--- src/rtl/lsu_mem_master.sv ---
// Load/store initiator for a word-addressed, byte-masked data memory.
// Byte/half/word requests become one or two word accesses; load data is merged and extended.
module lsu_mem_master #(
    parameter int REG_SIZE         = 32,
    parameter bit MISALIGNED_SPLIT = 1'b1
) (
    input  logic                clk_i,
    input  logic                rst_i,
    input  logic                req_valid_i,
    output logic                req_ready_o,
    input  logic                req_we_i,
    input  logic [1:0]          req_size_i,
    input  logic                req_unsigned_i,
    input  logic [REG_SIZE-1:0] req_addr_i,
    input  logic [REG_SIZE-1:0] req_wdata_i,
    output logic                rsp_valid_o,
    input  logic                rsp_ready_i,
    output logic [REG_SIZE-1:0] rsp_rdata_o,
    output logic                rsp_err_o,
    output logic                mem_cs_o,
    output logic                mem_we_o,
    output logic [3:0]          mem_mask_o,
    output logic [REG_SIZE-1:0] mem_addr_o,
    output logic [REG_SIZE-1:0] mem_wdata_o,
    input  logic [REG_SIZE-1:0] mem_rdata_i
);
    typedef enum logic [1:0] {IDLE, ACC0, ACC1, RESP} state_t;

    state_t      state;
    logic        we;
    logic        uns;
    logic        split;
    logic [1:0]  size;
    logic [1:0]  off;
    logic [29:0] word;
    logic [3:0]  lanes_hi;
    logic [31:0] wdata;
    logic [31:0] lo;
    logic [31:0] hi;

    function automatic logic [7:0] lane_bits(input logic [1:0] sz, input logic [1:0] ofs);
        logic [7:0] base;
        case (sz)
            2'b00:   base = 8'b0000_0001;
            2'b01:   base = 8'b0000_0011;
            default: base = 8'b0000_1111;
        endcase
        return base << ofs;
    endfunction

    // Shift the two captured words down to the addressed byte, then truncate and extend.
    function automatic logic [31:0] load_value(input logic [31:0] hi_w, input logic [31:0] lo_w,
                                               input logic [1:0] ofs, input logic [1:0] sz,
                                               input logic zext);
        logic [63:0] merged;
        merged = {hi_w, lo_w} >> {ofs, 3'b000};
        case (sz)
            2'b00:   return zext ? {24'b0, merged[7:0]}  : {{24{merged[7]}}, merged[7:0]};
            2'b01:   return zext ? {16'b0, merged[15:0]} : {{16{merged[15]}}, merged[15:0]};
            default: return merged[31:0];
        endcase
    endfunction

    logic [1:0] in_off;
    logic [7:0] in_lanes;
    logic       in_split;
    logic       in_err;

    assign in_off   = req_addr_i[1:0];
    assign in_lanes = lane_bits(req_size_i, in_off);
    assign in_split = |in_lanes[7:4];
    assign in_err   = (req_size_i == 2'b11) || (in_split && !MISALIGNED_SPLIT);

    // NOTE: every output is registered and assigned with <= so all of them change together on
    //       the state transition; reset also clears lo/hi so an aborted access leaks no data.
    always_ff @(posedge clk_i or posedge rst_i) begin
        if (rst_i) begin
            state       <= IDLE;
            we          <= 1'b0;
            uns         <= 1'b0;
            split       <= 1'b0;
            size        <= 2'b00;
            off         <= 2'b00;
            word        <= '0;
            lanes_hi    <= '0;
            wdata       <= '0;
            lo          <= '0;
            hi          <= '0;
            req_ready_o <= 1'b1;
            rsp_valid_o <= 1'b0;
            rsp_rdata_o <= '0;
            rsp_err_o   <= 1'b0;
            mem_cs_o    <= 1'b0;
            mem_we_o    <= 1'b0;
            mem_mask_o  <= '0;
            mem_addr_o  <= '0;
            mem_wdata_o <= '0;
        end else begin
            case (state)
                IDLE: begin
                    if (req_valid_i) begin
                        we          <= req_we_i;
                        uns         <= req_unsigned_i;
                        size        <= req_size_i;
                        off         <= in_off;
                        word        <= req_addr_i[31:2];
                        wdata       <= req_wdata_i;
                        lanes_hi    <= in_lanes[7:4];
                        split       <= in_split;
                        lo          <= '0;
                        hi          <= '0;
                        req_ready_o <= 1'b0;
                        if (in_err) begin
                            state       <= RESP;
                            rsp_valid_o <= 1'b1;
                            rsp_err_o   <= 1'b1;
                            rsp_rdata_o <= '0;
                        end else begin
                            state       <= ACC0;
                            mem_cs_o    <= 1'b1;
                            mem_we_o    <= req_we_i;
                            mem_addr_o  <= {2'b00, req_addr_i[31:2]};
                            mem_mask_o  <= in_lanes[3:0];
                            mem_wdata_o <= req_wdata_i << {in_off, 3'b000};
                        end
                    end
                end
                ACC0: begin
                    if (!we) lo <= mem_rdata_i;
                    if (split) begin
                        state       <= ACC1;
                        mem_addr_o  <= {2'b00, word + 30'd1};
                        mem_mask_o  <= lanes_hi;
                        mem_wdata_o <= wdata >> (6'd32 - {1'b0, off, 3'b000});
                    end else begin
                        state       <= RESP;
                        mem_cs_o    <= 1'b0;
                        mem_we_o    <= 1'b0;
                        mem_mask_o  <= '0;
                        mem_addr_o  <= '0;
                        mem_wdata_o <= '0;
                        rsp_valid_o <= 1'b1;
                        rsp_rdata_o <= we ? '0 : load_value(hi, mem_rdata_i, off, size, uns);
                    end
                end
                ACC1: begin
                    if (!we) hi <= mem_rdata_i;
                    state       <= RESP;
                    mem_cs_o    <= 1'b0;
                    mem_we_o    <= 1'b0;
                    mem_mask_o  <= '0;
                    mem_addr_o  <= '0;
                    mem_wdata_o <= '0;
                    rsp_valid_o <= 1'b1;
                    rsp_rdata_o <= we ? '0 : load_value(mem_rdata_i, lo, off, size, uns);
                end
                RESP: begin
                    if (rsp_ready_i) begin
                        state       <= IDLE;
                        rsp_valid_o <= 1'b0;
                        rsp_err_o   <= 1'b0;
                        rsp_rdata_o <= '0;
                        req_ready_o <= 1'b1;
                    end
                end
                default: state <= IDLE;
            endcase
        end
    end
endmodule

--- config.mk ---
export PLATFORM = sky130hd
export DESIGN_NAME = lsu_mem_master
export DESIGN_NICKNAME = d
export VERILOG_FILES = /design/src/rtl/lsu_mem_master.sv
export SDC_FILE = /design/constraint.sdc
export NUM_CORES = 1
export LEC_CHECK = 0
export BUFFER_PORTS_ARGS = -buffer_cell sky130_fd_sc_hd__buf_2
export CAP_MARGIN = 15
export CORE_ASPECT_RATIO = 0.8
export CORE_MARGIN = 1.5
export CORE_UTILIZATION = 64
export CTS_BUF_LIST = sky130_fd_sc_hd__clkbuf_8
export DETAILED_ROUTE_END_ITERATION = 16
export PLACE_DENSITY = 0.89
export SLEW_MARGIN = 20
export SYNTH_ARGS = -nofsm -noshare
export SYNTH_HDL_FRONTEND = slang
export SYNTH_SLANG_ARGS = --single-unit
--- constraint.sdc ---
create_clock -name clk_i -period 11.6 [get_ports clk_i]
set_clock_uncertainty 0.1 [all_clocks]
set_input_delay 0.58 -clock clk_i [delete_from_list [all_inputs] [get_ports clk_i]]
set_output_delay 0.58 -clock clk_i [all_outputs]
set_load 0.02 [all_outputs]
==> flow_metrics.py <==
metrics = {
    "outcome": {
        "outcome": "finished clean",
    },
    "synth": {
        "synth-main-ff-cell": "dfrtp_1",
        "synth_top_cell_by_area": "dfrtp_1",
        "synth.yosys.warnings": 0,
        "portion_of_synthesized_cell_area_occupied_by_the_leading_cell_type_pct": 43.9,
        "number_of_standard_cells_after_synthesis": 1353,
        "synth.cell_area_um2": 13200,
        "ys_seq_area_share_pct": 44.1,
        "syn_area_per_cell_um2": 9.77,
        "synth-edff-count": 0,
        "asyncSetResetFlopFracSynth_pct": 100,
        "yosysUniqueCellTypes": 72,
        "synth_seq_cells": 233,
        "synth.top_cells.by_area": "dfrtp_1 (44%), mux2_2 (8.9%), nand2_1 (6.3%), mux2i_1 (6.1%), nand3_1 (3.0%)",
    },
    "timing": {
        "max_slew.worst_pin.slew_ns": 1.09,
        "period_minus_slack_ns": 4.24,
        "slew_headroom_pct": 27.1,
        "fin_setup_tns_ns": 0,
        "rsz_0062_raised_after_global_routing": "no",
        "fmax_mhz": 236,
        "fin_crit_sh_pct": 36.6,
        "report.final.setup_viol": 0,
        "maxSlewViolCount": 0,
        "finalHoldViolCount": 0,
    },
    "routing": {
        "drtAntennaViolNets": 0,
        "drt-total-wl_mm": 37.4,
        "drcViolationCount": 0,
        "dr.pass1.iters": 6,
        "first_iter_violations": 1502,
        "wl_per_cell_um": 20.8,
        "num_vias": 11600,
        "detail_route.vias_per_cell": 6.44,
    },
    "clock_tree": {
        "clkSlewWorstSetupHoldPaths_ns": 0.06,
        "clock-root-buffer": "clkbuf_8",
        "tritoncts_clock_tree": "done",
        "postCtsHoldBufs": 0,
        "clock_path_buffers": 3,
        "total_cts_buffers": 39,
        "htree_levels": 2,
        "post-cts-setup-buffers": 0,
        "total_of_cells_resized_after_clock_tree_synthesis": 0,
        "numClockSinks": 233,
        "clk_latency_ns": 0.56,
    },
    "power": {
        "power.clock.fraction_pct": 14.4,
        "ir_worst_vdd_v": 0.000183,
        "netSwitchingFraction_pct": 47.6,
        "power.internal_mw": 2.58,
        "power.combinational.fraction_pct": 53.0,
        "net-switching-power_mw": 2.34,
        "power.leakage_nw": 7.20,
        "sum_of_internal_switching_and_leakage_power_mw": 4.92,
        "power_frac_seq_pct": 32.6,
        "pwr_density_cell_nw_per_um2": 330,
    },
    "worst_setup_path": {
        "worst-r2r-setup-slack_ns": 7.36,
        "path_max_fanout": 53,
        "reg2reg_to": "mem_addr_o[23]$_DFFE_PP0P_",
        "crit-reg2reg-launch": "state[0]$_DFFE_PP0P_",
        "critPathLaunchType": "register",
        "cp_data_arrival_time_ns": 4.57,
        "timing.critical_path.slowest_cell_delay_ns": 1.03,
        "timing.reg2reg.worst_path_depth": 7,
        "criticalPathCategory": "reg -> reg",
        "critical_path_buf_inv_count": 3,
        "setup_crit_end_kind": "register",
        "worst_ep_required_time_ns": 11.93,
        "cpMaxStageDelayCell": "ha_1",
        "crit_family": "buffers and inverters",
        "cells_along_the_critical_path": "inv_1 > ha_1 > inv_2 > o22ai_4 > buf_4 > nand2_1 > o221ai_1",
    },
    "global_route": {
        "grt_pass1_vias": 10900,
        "grt_max_degree": 153,
        "antenna_found_initial": 3,
        "global_route_wire_length_before_repair_mm": 58.9,
        "grt_use_total_pct": 34.5,
        "grt_overflow_total": 0,
    },
    "layout": {
        "layout-area-overhead-vs-synth_pct": 12.8,
        "final_common_cell": "dfrtp_1",
        "layout-drive-gt1-share_pct": 27.7,
        "n_fill_cell": 1367,
        "seq_area_um2": 5840,
        "nNetsFinal": 1611,
        "multi_input_combinational_cell_area_um2": 6810,
        "layout_common_cells": "dfrtp_1 (231), nand2_1 (220), buf_2 (206)",
    },
    "die": {
        "design.die.area_um2": 21500,
        "core_um2": 20000,
        "floorplan.rows": 46,
        "num_io_pins": 209,
        "dieHeight_um": 132,
        "die_x_um": 164,
        "initial_core_util_pct": 66.0,
    },
    "flow_run": {
        "maxCapViolations": 0,
    },
    "min_path": {
        "worstHoldPathType": "in -> async",
    },
    "place": {
        "detailed_place_hpwl_mm": 24.7,
        "place.port_buffers": 206,
        "routabilityCongestion": 0.960,
    },
}
[routing by layer]
layer | up-vias | global-route usage [%] | routed length [um]
li1 | 5170 | - | -
met1 | 5602 | 49.5 | 15400
met2 | 709 | 50.9 | 16700
met3 | 81 | 9.03 | 4390
met4 | 0 | 10.9 | 845
met5 | - | 0 | 0
[cells in the mapped netlist (16+ instances only)]
master / number
nor2_1: 103
dfrtp_1: 232
a21oi_1: 60
mux2i_1: 80
o22ai_1: 16
buf_2: 36
a221oi_1: 31
nor2b_1: 18
mux2_2: 104
o21ai_0: 44
xor2_1: 24
nand2_1: 221
clkbuf_1: 44
nand3_1: 78
[power by group through the flow]
stage	registers (mW)	logic [mW]	clock network, mW
2_1_floorplan	1.64	1.81	0
5_1_grt	1.65	2.81	0.753
4_1_cts	1.59	2.56	0.714
3_5_place_dp	1.60	2.54	0
6_report	1.60	2.61	0.709
3_3_place_gp	1.58	2.44	0
[cell families after synthesis]
kind of cell / synth area share (%)
AOI/OAI and AO/OA: 16.8
xor gates and xnor gates: 1.92
adders and majority gates: 0.663
buffers and inverters: 4.72
DFF: 44.1
muxes: 16.5
other: 0.0284
and+or+nand+nor: 15.2
[registers in the layout, summed over array words and instances (netlist names)]
signal,cells
hi,24
lanes_hi,3
lo,32
mem_addr_o,30
mem_cs_o,1
mem_mask_o,4
mem_wdata_o,32
mem_we_o,1
off,2
req_ready_o,1
rsp_err_o,1
rsp_rdata_o,32
rsp_valid_o,1
size,2
split,1
state,2
uns,1
wdata,32
we,1
word,30
[how the worst max path moves through the flow]
stage                               startpoint                          to  slack (ns)  cells past startpoint
final                     state[0]$_DFFE_PP0P_  mem_addr_o[23]$_DFFE_PP0P_        7.36                      7
after global routing      state[0]$_DFFE_PP0P_  mem_addr_o[23]$_DFFE_PP0P_        7.12                      6
after CTS                 state[0]$_DFFE_PP0P_  mem_addr_o[11]$_DFFE_PP0P_        7.44                      7
after detailed placement  state[0]$_DFFE_PP0P_  mem_addr_o[11]$_DFFE_PP0P_        7.46                      7
after global placement    state[0]$_DFFE_PP0P_  mem_addr_o[15]$_DFFE_PP0P_        7.76                      7
after floorplan                          rst_i           hi[0]$_DFFE_PP0P_        4.53                      1
[worst register-to-register path, stage by stage (launching register included)]
cell,delay (ns)
dfrtp_1,0.41
inv_1,0.11
ha_1,1.03
inv_2,0.59
o22ai_4,0.31
buf_4,0.56
nand2_1,0.65
o221ai_1,0.37
[cell type report]
cell class / instances / share of cell area (%)
clock inverter: 23 / 0.697
sequential: 233 / 39.1
multi-input combinational: 997 / 45.7
inverter: 11 / 0.361
timing repair buffer: 218 / 7.54
clock buffer: 47 / 4.34
antenna: 3 / 0.0504
tap: 264 / 2.22
[per-stage QoR]
step	setup slack [ns]	util [%]	cell area [um2]	cells	hold slack [ns]
final	7.36	74.4	14900	1796	0.0624
after global routing	7.12	74.4	14900	1795	0.135
after floorplan	4.53	-	13200	1354	0.332
after CTS	7.44	74.4	14900	1793	0.154
after global placement	7.76	70.6	14100	1723	0.345
after detailed placement	7.46	70.6	14100	1723	0.350
No activity file was read; power rests on OpenSTA's default activity.
